### src/rtl/risc_pkg.sv
// Shared datapath definitions: word width and steering destination encoding.
package risc_pkg;

  localparam int unsigned WORD_W = 16;

  typedef enum logic {
    DEST_OUT0 = 1'b0,
    DEST_OUT1 = 1'b1
  } dest_e;

endpackage

### src/rtl/demux_fifo.sv
// Small synchronous FIFO holding words steered to one destination.
// Count-based full/empty. The read data is forced to zero while the FIFO is empty.
module demux_fifo #(
  parameter int unsigned WIDTH = 16,
  parameter int unsigned DEPTH = 2
) (
  input  logic             clk,
  input  logic             rst_n,
  input  logic             push,
  input  logic [WIDTH-1:0] wdata,
  output logic             full,
  input  logic             pop,
  output logic [WIDTH-1:0] rdata,
  output logic             empty
);

  localparam int unsigned PTR_W = (DEPTH > 1) ? $clog2(DEPTH) : 1;
  localparam int unsigned CNT_W = $clog2(DEPTH + 1);

  logic [WIDTH-1:0] r_mem [DEPTH];
  logic [PTR_W-1:0] r_wr_ptr;
  logic [PTR_W-1:0] r_rd_ptr;
  logic [CNT_W-1:0] r_count;
  logic             w_push;
  logic             w_pop;

  // Guard against overflow/underflow locally so the FIFO is safe on its own.
  assign w_push = push & ~full;
  assign w_pop  = pop & ~empty;

  assign full  = (r_count == CNT_W'(DEPTH));
  assign empty = (r_count == '0);
  assign rdata = empty ? '0 : r_mem[r_rd_ptr];

  always_ff @(posedge clk or negedge rst_n) begin
    if (!rst_n) begin
      r_wr_ptr <= '0;
      r_rd_ptr <= '0;
      r_count  <= '0;
    end else begin
      if (w_push) r_wr_ptr <= r_wr_ptr + PTR_W'(1);
      if (w_pop)  r_rd_ptr <= r_rd_ptr + PTR_W'(1);
      case ({w_push, w_pop})
        2'b10:   r_count <= r_count + CNT_W'(1);
        2'b01:   r_count <= r_count - CNT_W'(1);
        default: r_count <= r_count;
      endcase
    end
  end

  always_ff @(posedge clk) begin
    if (w_push) r_mem[r_wr_ptr] <= wdata;
  end

endmodule

### src/rtl/demux1_to_2_buf.sv
// Registered 1-to-2 steering block with an independent FIFO per destination.
// Optional macro DEMUX_STEER_COUNT_EN adds per-destination accepted-word counters cnt0/cnt1.
module demux1_to_2_buf
  import risc_pkg::*;
#(
  parameter int unsigned WIDTH = WORD_W,
  parameter int unsigned DEPTH = 2
) (
  input  logic             clk,
  input  logic             rst_n,
  input  logic             in_valid,
  output logic             in_ready,
  input  logic             in_sel,
  input  logic [WIDTH-1:0] in_data,
  output logic             out0_valid,
  input  logic             out0_ready,
  output logic [WIDTH-1:0] out0_data,
  output logic             out1_valid,
  input  logic             out1_ready,
  output logic [WIDTH-1:0] out1_data
`ifdef DEMUX_STEER_COUNT_EN
  ,
  output logic [15:0]      cnt0,
  output logic [15:0]      cnt1
`endif
);

  dest_e w_sel;
  logic  w_accept;
  logic  w_push0;
  logic  w_push1;
  logic  w_pop0;
  logic  w_pop1;
  logic  w_full0;
  logic  w_full1;
  logic  w_empty0;
  logic  w_empty1;

  assign w_sel = dest_e'(in_sel);

  // Ready comes only from registered FIFO state, so a full FIFO stays
  // closed for one cycle even if it is popped in that same cycle.
  assign in_ready = (w_sel == DEST_OUT1) ? ~w_full1 : ~w_full0;
  assign w_accept = in_valid & in_ready;
  assign w_push0  = w_accept & (w_sel == DEST_OUT0);
  assign w_push1  = w_accept & (w_sel == DEST_OUT1);

  assign out0_valid = ~w_empty0;
  assign out1_valid = ~w_empty1;
  assign w_pop0     = out0_valid & out0_ready;
  assign w_pop1     = out1_valid & out1_ready;

  demux_fifo #(
    .WIDTH (WIDTH),
    .DEPTH (DEPTH)
  ) u_fifo0 (
    .clk   (clk),
    .rst_n (rst_n),
    .push  (w_push0),
    .wdata (in_data),
    .full  (w_full0),
    .pop   (w_pop0),
    .rdata (out0_data),
    .empty (w_empty0)
  );

  demux_fifo #(
    .WIDTH (WIDTH),
    .DEPTH (DEPTH)
  ) u_fifo1 (
    .clk   (clk),
    .rst_n (rst_n),
    .push  (w_push1),
    .wdata (in_data),
    .full  (w_full1),
    .pop   (w_pop1),
    .rdata (out1_data),
    .empty (w_empty1)
  );

`ifdef DEMUX_STEER_COUNT_EN
  logic [15:0] r_cnt0;
  logic [15:0] r_cnt1;

  always_ff @(posedge clk or negedge rst_n) begin
    if (!rst_n) begin
      r_cnt0 <= '0;
      r_cnt1 <= '0;
    end else begin
      if (w_push0) r_cnt0 <= r_cnt0 + 16'd1;
      if (w_push1) r_cnt1 <= r_cnt1 + 16'd1;
    end
  end

  assign cnt0 = r_cnt0;
  assign cnt1 = r_cnt1;
`endif

endmodule

### config.mk
export PLATFORM = sky130hd
export DESIGN_NAME = demux1_to_2_buf
export DESIGN_NICKNAME = d
export VERILOG_FILES = /design/src/rtl/risc_pkg.sv /design/src/rtl/demux_fifo.sv /design/src/rtl/demux1_to_2_buf.sv
export SDC_FILE = /design/constraint.sdc
export NUM_CORES = 1
export LEC_CHECK = 0
export ABC_AREA = 1
export BUFFER_PORTS_ARGS = -buffer_cell sky130_fd_sc_hd__buf_4
export CAP_MARGIN = 20
export CORE_UTILIZATION = 50
export CTS_CLUSTER_DIAMETER = 150
export CTS_CLUSTER_SIZE = 12
export DETAILED_ROUTE_END_ITERATION = 12
export HOLD_SLACK_MARGIN = 0.06
export PLACE_DENSITY = 0.75
export RECOVER_POWER = 25
export SYNTH_ARGS = -nofsm -noshare
export SYNTH_HDL_FRONTEND = slang
export SYNTH_SLANG_ARGS = --single-unit
### constraint.sdc
create_clock -name clk -period 2.8 [get_ports clk]
set_input_delay 0.42 -clock clk [delete_from_list [all_inputs] [get_ports clk]]
set_output_delay 0.42 -clock clk [all_outputs]
set_load 0.05 [all_outputs]
* Yosys cells after proc, flatten, opt, wreduce, memory -nomap -nowiden *
Memory sizes are Yosys's and may differ from the RTL's.
Index checks and enable logic that the tools add are counted.

word-level totals
  memories = 2
  input bits = 22
  RAM bits = 64
  register bits = 8

memories
  memory         depth  bits a word  rd ports  clocked after memory_dff  wr ports  RTL line          text
  u_fifo0.r_mem  2      16           1         0                         1         demux_fifo.sv:20  logic [WIDTH-1:0] r_mem [DEPTH];
  u_fifo1.r_mem  2      16           1         0                         1         demux_fifo.sv:20

operators by class
  reductions and logical operators = 4
  equal/unequal tests = 6
  $add $sub $neg = 8
  muxes and demuxes = 9
  bitwise gates (word level) = 14

operator list
  operator             count
  $mux 16              2
  $and 1x1->1          9
  $eq 2x2->1 const B   4
  $pmux 2 s2           2
  $mux 1               5
  $not 1->1            5
  $add 1x1->1 const B  4
  $add 2x1->2 const B  2
  $eq 2x1->1 const B   2
  $logic_not 2->1      2
  $reduce_bool 2->1    2
  $sub 2x1->2 const B  2

* Longest topological paths before layout *
Gate-level depths: netlist (run 1).

  depth in word-level cells = 8
  mapped depth = 9
  gate-level depth less buffers = 9

* Hierarchy *
Synthesis (run 1) repeated with hierarchy kept, for this count alone.

second synthesis, totals
  cells, all modules = 247
  area, all modules = 2,895.3 um^2

by module, submodules not included
  module                 cells an instance  area each (um^2)  instances
  demux_fifo at u_fifo0  116                1,417.6           1
  demux_fifo at u_fifo1  116                1,416.4           1
  demux1_to_2_buf        15                 61.3              1

* Worst setup path before layout (run 1) *
OpenSTA, ideal clock, no wires.

  kind = register to output
  start = reg u_fifo0.r_rd_ptr
  end = out out0_data[6]
  arrival = 1.400 ns
  setup slack = 0.980 ns
  cell stages (with the launch flop) = 5
  required time = 2.380 ns
  path through = dfrtp_1 -> buf_6 -> buf_6 -> nand2_1 -> a21oi_1

between the ends
  word-level cells in the longest chain between the ends = 2

RTL lines
  item                    RTL line               text
  from (decl)             demux_fifo.sv:22       logic [PTR_W-1:0] r_rd_ptr;
  from (signal assigned)  demux_fifo.sv:42       if (w_pop) r_rd_ptr <= r_rd_ptr + PTR_W'(1);
  $mem_v2 2x16            --
  $mux 16                 demux_fifo.sv:33       assign rdata = empty ? '0 : r_mem[r_rd_ptr];
  to (decl)               demux1_to_2_buf.sv:17  output logic [WIDTH-1:0] out0_data,

Every way passes these cells.

* Worst setup path in the final report (run 1) *
  start = reg u_fifo1.r_rd_ptr
  end = out out1_data[4]

between the ends
  word-level cells in the longest chain between the ends = 2

RTL lines
  item                    RTL line               text
  from (decl)             demux_fifo.sv:22
  from (signal assigned)  demux_fifo.sv:42
  $mem_v2 2x16            --
  $mux 16                 demux_fifo.sv:33
  to (decl)               demux1_to_2_buf.sv:20  output logic [WIDTH-1:0] out1_data

Every way passes these cells.

==> results of run 1 <==
## registers in the layout, indices dropped and copies added, names as in the netlist
| name | flops |
|---|---|
| u_fifo0.r_mem | 32 |
| u_fifo0.r_wr_ptr | 1 |
| u_fifo0.r_rd_ptr | 1 |
| u_fifo1.r_count | 2 |
| u_fifo1.r_rd_ptr | 1 |
| u_fifo1.r_mem | 32 |
| u_fifo0.r_count | 2 |
| u_fifo1.r_wr_ptr | 1 |
## per-layer routing
metal	up-vias	GRT usage, %	share of wire, %
li1	926	-	-
met1	898	25.8	43
met2	68	31.7	48
met3	7	7.54	7.9
met4	0	6.18	1.1
met5	-	0	0
## synth_stat cells, types with 4 or more instances
| cell | count |
|---|---|
| a21oi_1 | 14 |
| a21oi_2 | 18 |
| buf_6 | 8 |
| dfrtp_1 | 8 |
| edfxtp_1 | 64 |
| inv_1 | 13 |
| inv_2 | 4 |
| nand2_1 | 83 |
| nand4_1 | 4 |
## kinds of logic after synthesis
| kind of cell | after synthesis | synth area share (%) |
|---|---|---|
| flip-flops | 72 | 70.8 |
| adder cells (fa/ha/maj) | 2 | 0.835 |
| AND/OR/NAND/NOR | 99 | 14.1 |
| XOR/XNOR | 2 | 0.585 |
| buffers and inverters | 27 | 5.72 |
| AO/OA/AOI/OAI | 34 | 7.94 |
## per-stage QoR
stage               utilization (%)  hold WS [ps]  setup WS, ps  cell area, sq um  cells
CTS                            64.2           262           506              3620    375
detailed placement             60.9           248           887              3440    359
global placement               60.9           247           904              3440    359
finish                         63.3           285           533              3570    375
global route                   63.3           269           390              3570    375
floorplan                         -           124           980              3000    236
## how the worst max path moves through the flow
stage | startpoint | to | slack, ps | cells after the start
2_1_floorplan | u_fifo0.r_rd_ptr$_DFFE_PN0P_ | out0_data[6] | 980 | 4
3_3_place_gp | u_fifo1.r_rd_ptr$_DFFE_PN0P_ | out1_data[15] | 900 | 4
3_5_place_dp | u_fifo1.r_rd_ptr$_DFFE_PN0P_ | out1_data[4] | 890 | 4
4_1_cts | u_fifo1.r_rd_ptr$_DFFE_PN0P_ | out1_data[4] | 510 | 4
5_1_grt | u_fifo1.r_rd_ptr$_DFFE_PN0P_ | out1_data[12] | 390 | 4
6_report | u_fifo1.r_rd_ptr$_DFFE_PN0P_ | out1_data[4] | 530 | 4
## worst max-delay path: cells and delay by family, from the launching register on
kind / cells / cell delay (ps)
AOI/OAI and AO/OA: 1 / 60
and+or+nand+nor: 1 / 150
buffers and inverters: 2 / 520
DFF: 1 / 760
## final cells by class
class / count / area share [%]
Multi-Input combinational cell: 137 / 19.6
Timing Repair Buffer: 60 / 11.2
Clock buffer: 10 / 3.57
Tap cell: 72 / 2.52
Inverter: 19 / 2.28
Clock inverter: 5 / 1.37
Sequential cell: 72 / 59.4
==> impl_metrics.toml, run 1 <==
[run_status]
status = "completed"

[yosys]
synth_area_leaders = "edfxtp_1 64%, nand2_1 10%, dfrtp_1 6.7%"
yosysWarnings = 0
synth.ff_latch_count = 72
synth.cell_area_sq_mm = 0.00300
synth_edf_count = 64
syn_area_per_cell_sq_um = 12.7
yosysUniqueCellTypes = 19
syn_inst = 236
yosysSeqAreaShare_pct = 70.8
syn_nets = 260
synth_top_area_cell = "edfxtp_1"
ys.flop_type = "edfxtp_1"
synth-async-reset-ratio_pct = 11.1
yosysTopAreaCellShare_pct = 64.2

[cells_and_area]
final_common_cell = "nand2_1"
multi_input_area_sq_um = 702
n_fill_cell = 444
syn_to_final_growth_pct = 19.3
final_nets = 323
seq_area_sq_mm = 0.00212
post_route_cells_drive_above_1_share_pct = 29.7
insertedDiodeCount = 0
mostFrequentLayoutCells = "83 x nand2_1, 64 x edfxtp_1, 45 x buf_4"

[timing]
layout_min_cycle_time_ps = 2270
final-max-slew-violation-count = 0
timing.slew.headroom_pct = 51.9
period_share_pct = 81.0
worstMarginPinSlew_ps = 720
fmax_ghz = 0.441
finalSetupTns_ps = 0
setup-violations-final = 0
rsz0062_at_grt = "false"
clock-skew-final_ps = 6.19
hold_violations = 0

[cts]
hold_buffers = 1
clkSlewWorstSetupHoldPaths_ps = 70
numCtsBuffers = 9
cts.path.max_buffers = 2
root_buffer = "clkbuf_8"
clk_latency_ps = 340
htree_levels = 3
cts_setup_buffers = 0
clock_sinks = 72
cts_tree = "built"
cts_resized = 0

[grt]
grt_usage_pct = 20.1
antenna_found_initial = 0
grt_max_degree = 20
grt_pass1_vias = 1798
globalRoute.totalOverflow = 0
grt_pass1_wl_mm = 8.89

[place]
dp_hpwl_mm = 3.67
place_congestion = 0.732
port-buffer-count = 56

[routing]
drc = 0
postRouteAntennaNets = 0
detail_route.wl_per_cell_microns = 15.4
vias = 1899
drtIter0Drc = 99
viasPerCell = 5.06
first_pass_iters = 4
wl_mm = 5.76

[run]
drv_cap = 0

[setup_path]
path_max_fanout = 18
r2r_cells = 7
rr_startpoint = "u_fifo0.r_count[1]$_DFFE_PN0P_"
timing.rr.end = "u_fifo0.r_count[1]$_DFFE_PN0P_"
crit_chain = "clkinv_4, nand2_1, a21oi_2, buf_4"
worst_ep_arrival_time_ps = 1850
max_stage_delay_ps = 760
critical_path_required_ps = 2380
end_kind = "primary output"
path_class = "flip-flop to primary output"
start_kind = "flip-flop"
rrSetupSlack_ps = 990
cp_slowest_cell = "dfrtp_1"

[die]
die_height_microns = 79.4
io_pins = 57
initial_core_util_pct = 53.1
fp.dieW_microns = 79.4
core_area_sq_mm = 0.00564
die-area_sq_mm = 0.00630
num_rows = 27

[worst_hold_path]
worstHoldPathCells = 1
min_to = "u_fifo0.r_mem[0][8]$_DFFE_PP_"
hp-start = "in_data[8]"
hold_path.class = "input pin to flip-flop"
Power of run 1 is not shown: default switching activity piles up to over one toggle a cycle in this logic, so the estimate is an artifact.
==> run 2: changes to the inputs <==
Settings changed: CORE_UTILIZATION 50 to 49, PLACE_DENSITY 0.75 to 0.77.
Clock period 2.8 ns to 1.9 ns, I/O delays scaled along.
==> run 2 against run 1 <==
Final cell count grew 3.5%; global-route usage grew 1.6 points; core utilization shrank 1.0 points; wire length grew 8.4%; design area grew 3.3%; die area grew 2.0%; highest routed layer unchanged; register-to-register slack lost 660 ps; worst setup slack lost 440 ps; sequential share of layout area shrank 1.8 points; critical path depth is the same; sequential cell count is the same.
==> impl_metrics.toml, run 2 (synthesis gave the netlist of run 1 again) <==
[power]
clkPwrFrac_pct = 16.0
p_sw_mw = 3.36
power.density_mw_per_mm2 = 1910
power_leakage_nw = 1.47
peakVddDrop_v = 0.00108
seq_power_share_pct = 30.9
switching_share_pct = 47.6
power_frac_comb_pct = 53.1
p_int_mw = 3.69

[setup_path]
path_max_fanout = 10
r2r_cells = 7
path_class = "flip-flop to primary output"
rr_startpoint = "u_fifo0.r_count[1]$_DFFE_PN0P_"
rrSetupSlack_ps = 330
end_kind = "primary output"
worst_ep_arrival_time_ps = 1530
endpoint = "out0_data[5]"
timing.rr.end = "u_fifo0.r_count[1]$_DFFE_PN0P_"
critical_path_required_ps = 1620
start_kind = "flip-flop"
startpoint = "u_fifo0.r_count[1]$_DFFE_PN0P_"

[cts]
clkSlewWorstSetupHoldPaths_ps = 70
numCtsBuffers = 9
clk_latency_ps = 330
root_buffer = "clkbuf_8"
htree_levels = 3
cts_tree = "built"
clock_sinks = 72
cts.path.max_buffers = 2

[run]
drv_cap = 0

[die]
die-area_sq_mm = 0.00643
fp.dieW_microns = 80.2
num_rows = 28
initial_core_util_pct = 50.6
core_area_sq_mm = 0.00592
io_pins = 57
die_height_microns = 80.2

[timing]
hold_violations = 0
fmax_ghz = 0.552
timing.slew.headroom_pct = 78.6
final-max-slew-violation-count = 0
worstMarginPinSlew_ps = 321
finalSetupTns_ps = 0
clock-skew-final_ps = 7.19
rsz0062_at_grt = "false"
setup-violations-final = 0
layout_min_cycle_time_ps = 1810
period_share_pct = 95.3
hold_ws_ps = 158
setup_ws_ps = 89.0

[place]
pre_cts_ws_ps = 291
place_congestion = 0.726
place_area_sq_mm = 0.00353
dp_hpwl_mm = 4.14
port-buffer-count = 56

[cells_and_area]
multi_input_area_sq_um = 704
final_nets = 332
stdcell_area_sq_mm = 0.00369
n_fill_cell = 460
seq_area_sq_mm = 0.00212
insertedDiodeCount = 0
mostFrequentLayoutCells = "83 x nand2_1, 64 x edfxtp_1, 53 x buf_4"
reg_top3 = "u_fifo0.r_mem: 32 flops, u_fifo1.r_mem: 32 flops"
post_route_cells_drive_above_1_share_pct = 33.2
syn_to_final_growth_pct = 23.1
final_common_cell = "nand2_1"

[routing]
first_pass_iters = 4
wl_met2_mm = 3.26
detail_route.wl_per_cell_microns = 16.1
wl_mm = 6.25
top_layer = "met4"
viasPerCell = 5.04
met3_length_microns = 384
vias = 1955
drt-met1-wl_mm = 2.53
postRouteAntennaNets = 0
drc = 0
drtIter0Drc = 81

[grt]
antenna_found_initial = 0
grt_pass1_wl_mm = 9.62
globalRoute.totalOverflow = 0
grt_pass1_vias = 1884
grt_usage_pct = 21.7
grt_max_degree = 18

[run_status]
status = "completed"

[worst_hold_path]
hold_path.class = "input pin to flip-flop"
hp-start = "in_data[3]"
run 2: changes by cell type in the layout (fill, tap and decap cells not counted):
cell,change
buf_12,+2
nor2_2,+1
dfrtp_2,+2
clkinv_2,-1
buf_4,+8
clkbuf_1,-1
dfrtp_1,-2
clkinvlp_4,+1
clkinv_4,+1
nor2_1,-1
run 2: power by group through the flow:
stage	clock network [mW]	logic (mW)	registers (mW)
floorplan	0	2.77	2.15
global placement	0	3.65	2.22
detailed placement	0	3.71	2.24
CTS	1.15	3.73	2.21
global route	1.22	3.98	2.21
finish	1.13	3.74	2.18
run 2: how the worst min path moves through the flow:
stage,endpoint,slack [ps],cells after the start
after floorplan,u_fifo0.r_count[0]$_DFFE_PN0P_,-10,0
after global placement,u_fifo0.r_count[1]$_DFFE_PN0P_,110,1
after detailed placement,u_fifo0.r_count[1]$_DFFE_PN0P_,120,1
after CTS,u_fifo0.r_mem[0][7]$_DFFE_PP_,140,1
after global routing,u_fifo0.r_mem[0][3]$_DFFE_PP_,150,1
final,u_fifo0.r_mem[1][3]$_DFFE_PP_,160,1
run 2: through the flow:
step	total power [mW]	cells	util (%)
floorplan	4.92	236	-
global placement	5.87	370	59.6
CTS	7.08	387	63.0
global route	7.40	388	62.3
finish	7.05	388	62.3
detailed placement	5.95	370	59.6
run 2: worst max-delay path, cell delays in order, from the launching register on:
cell	delay [ps]
dfrtp_1	450
nor2_4	320
buf_12	190
a21oi_2	50
buf_4	190
run 2: layout make-up:
cell class / count / area share [%]
Clock inverter: 6 / 1.63
Timing Repair Buffer: 69 / 13.5
Multi-Input combinational cell: 137 / 19.1
Clock buffer: 10 / 3.46
Inverter: 19 / 2.20
Sequential cell: 72 / 57.6
Tap cell: 75 / 2.54
run 2: metal layers:
layer	vias to the layer above	track usage [%]
met5	-	0
met4	0	11.8
met3	5	3.98
met2	62	37.2
met1	937	25.9
li1	951	-
run 2: timing repair:
action,in CTS,in global routing
hold buffers,1,0
endpoints found under the setup margin,13,8
pin swaps,0,0
gates resized for setup,1,1
hold endpoints to repair,8,0
setup buffers,0,1
(Power assumes the default switching activity.)
==> run 3: changes to the inputs <==
Settings changed: CTS_CLUSTER_DIAMETER 150 to not set, SYNTH_HIERARCHICAL set to 1.
==> run 3 against run 2 <==
Sequential cell count is the same; non-clock buffer count grew 2; synthesized area shrank 3.3%; design area shrank 1.5%; clock skew shrank 1.5 ps; wire length shrank 3.9%; via count grew 2.8%; worst setup slack lost 2.9 ps; critical endpoint is now out1_data[6].
==> impl_metrics.toml, run 3 <==
[run_status]
status = "completed"

[yosys]
synth.cell_area_sq_mm = 0.00290
yosysWarnings = 6
ys.flop_type = "edfxtp_1"
yosysMostFrequentCell = "nand2_1"
yosysUniqueCellTypes = 20
synth_top_area_cell = "edfxtp_1"
yosysSeqAreaShare_pct = 73.3
synth_edf_count = 64
syn_nets = 271
yosysTopAreaCellShare_pct = 66.4
yosys-top-cells-count = "82 x nand2_1, 64 x edfxtp_1, 32 x a21oi_1"
syn_area_per_cell_sq_um = 11.7
syn_inst = 247
synth.ff_latch_count = 72
synth_area_leaders = "edfxtp_1 66%, nand2_1 11%, dfrtp_1 6.9%"
synth-async-reset-ratio_pct = 11.1

[die]
die_height_microns = 78.9
die-area_sq_mm = 0.00622
io_pins = 57
core_area_sq_mm = 0.00561
fp.dieW_microns = 78.9
initial_core_util_pct = 51.6
num_rows = 27

[grt]
grt_max_degree = 18
grt_pass1_wl_mm = 9.35
globalRoute.totalOverflow = 0
grt_pass1_vias = 1902
antenna_found_initial = 0
grt_usage_pct = 21.1

[setup_path]
max_stage_delay_ps = 410
start_kind = "flip-flop"
crit_chain = "clkinv_2, nand2_1, a21oi_1, buf_4"
end_kind = "primary output"
path_max_fanout = 17
critical_path_required_ps = 1620
worst_ep_arrival_time_ps = 1530
path_class = "flip-flop to primary output"
cp_slowest_cell = "dfrtp_1"

[place]
place_area_sq_mm = 0.00346
place_congestion = 0.777
port-buffer-count = 56
dp_hpwl_mm = 3.84

[routing]
postRouteAntennaNets = 0
wl_mm = 6.00
detail_route.wl_per_cell_microns = 15.1
vias = 2010
drc = 0
drtIter0Drc = 124
viasPerCell = 5.05
first_pass_iters = 4

[run]
drv_cap = 0

[cells_and_area]
final_util_pct = 64.8
stdcell_area_sq_mm = 0.00363
final_nets = 345
post_route_cells_drive_above_1_share_pct = 25.8
seq_area_sq_mm = 0.00212
reg_top3 = "u_fifo0/r_mem: 32 flops, u_fifo1/r_mem: 32 flops"
insertedDiodeCount = 0
n_fill_cell = 453
final_common_cell = "nand2_1"
multi_input_area_sq_um = 638
mostFrequentLayoutCells = "82 x nand2_1, 64 x edfxtp_1, 54 x buf_4"
syn_to_final_growth_pct = 25.5

[cts]
clkSlewWorstSetupHoldPaths_ps = 70
numCtsBuffers = 9
cts_tree = "built"
htree_levels = 3
cts.path.max_buffers = 2
clock_sinks = 72
root_buffer = "clkbuf_8"
clk_latency_ps = 340

[timing]
setup-violations-final = 0
timing.slew.headroom_pct = 73.1
finalSetupTns_ps = 0
final-max-slew-violation-count = 0
period_share_pct = 95.5
hold_violations = 0
layout_min_cycle_time_ps = 1810
clock-skew-final_ps = 5.73
fmax_ghz = 0.551
worstMarginPinSlew_ps = 399

[worst_hold_path]
hold_path.class = "input pin to flip-flop"
[run 3: changes by cell type after synthesis, moves of 5 or more]
cell     previous run  this run
buf_6               8         0
inv_1              13        23
buf_2               0         5
a21oi_1            14        32
nor2_1              2         9
a21oi_2            18         0
[run 3: per-stage QoR]
| step | instances | setup WS, ps | hold WS [ps] |
|---|---|---|---|
| floorplan | 247 | 40.2 | -10.6 |
| global placement | 377 | 246 | 116 |
| detailed placement | 377 | 125 | 115 |
| CTS | 397 | 50.9 | 128 |
| global route | 398 | -8.37 | 141 |
| finish | 398 | 86.1 | 152 |
[run 3: area by class of cell]
type	instances	share of cell area (%)
Clock buffer	9	3.41
Clock inverter	7	1.07
Sequential cell	72	58.5
Tap cell	72	2.48
Inverter	26	2.79
Multi-Input combinational cell	141	17.6
Timing Repair Buffer	71	14.2
[run 3: worst paths after layout]
| path | startpoint | endpoint | slack (ps) | cells after the start |
|---|---|---|---|---|
| min in group asynchronous | rst_n | u_fifo0/r_count[1]$_DFFE_PN0P_ | 300 | 2 |
| worst min-delay path | in_data[11] | u_fifo1/r_mem[1][11]$_DFFE_PP_ | 150 | 1 |
| worst max-delay path | u_fifo1/r_rd_ptr$_DFFE_PN0P_ | out1_data[6] | 90 | 4 |
| worst max register to register | u_fifo0/r_count[0]$_DFFE_PN0P_ | u_fifo0/r_count[1]$_DFFE_PN0P_ | 210 | 10 |
| max in group asynchronous | rst_n | u_fifo0/r_rd_ptr$_DFFE_PN0P_ | 1460 | 2 |
| worst min register to register | u_fifo0/r_wr_ptr$_DFFE_PN0P_ | u_fifo0/r_wr_ptr$_DFFE_PN0P_ | 500 | 2 |
[run 3: per-layer routing]
| metal | vias to the layer above | GRT usage, % | wire, microns |
|---|---|---|---|
| li1 | 971 | - | - |
| met1 | 964 | 26.4 | 2480 |
| met2 | 62 | 33.7 | 3050 |
| met3 | 13 | 5.52 | 325 |
| met4 | 0 | 11.1 | 140 |
| met5 | - | 0 | 0 |
[run 3: timing repair]
| action | in CTS | in global routing |
|---|---|---|
| pin swaps | 1 | 0 |
| setup endpoints to repair | 11 | 5 |
| hold endpoints to repair | 8 | 0 |
| setup buffers | 3 | 1 |
| resized for setup | 2 | 4 |
| hold buffers | 1 | 0 |
[run 3: cell families after synthesis]
| logic type | share of synthesized area, % |
|---|---|
| and+or+nand+nor | 14.0 |
| adders and majority gates | 0.864 |
| AOI/OAI and AO/OA | 6.22 |
| buffers and inverters | 5.06 |
| xor gates and xnor gates | 0.605 |
| DFF | 73.3 |
[run 3: worst max-delay path: cells and delay by family (launching register included)]
family | cells | cell delay (ps)
AO/OA/AOI/OAI | 1 | 220
buffers and inverters | 2 | 450
flip-flops | 1 | 410
AND/OR/NAND/NOR | 1 | 100
Power of run 3 is left out for the same reason.
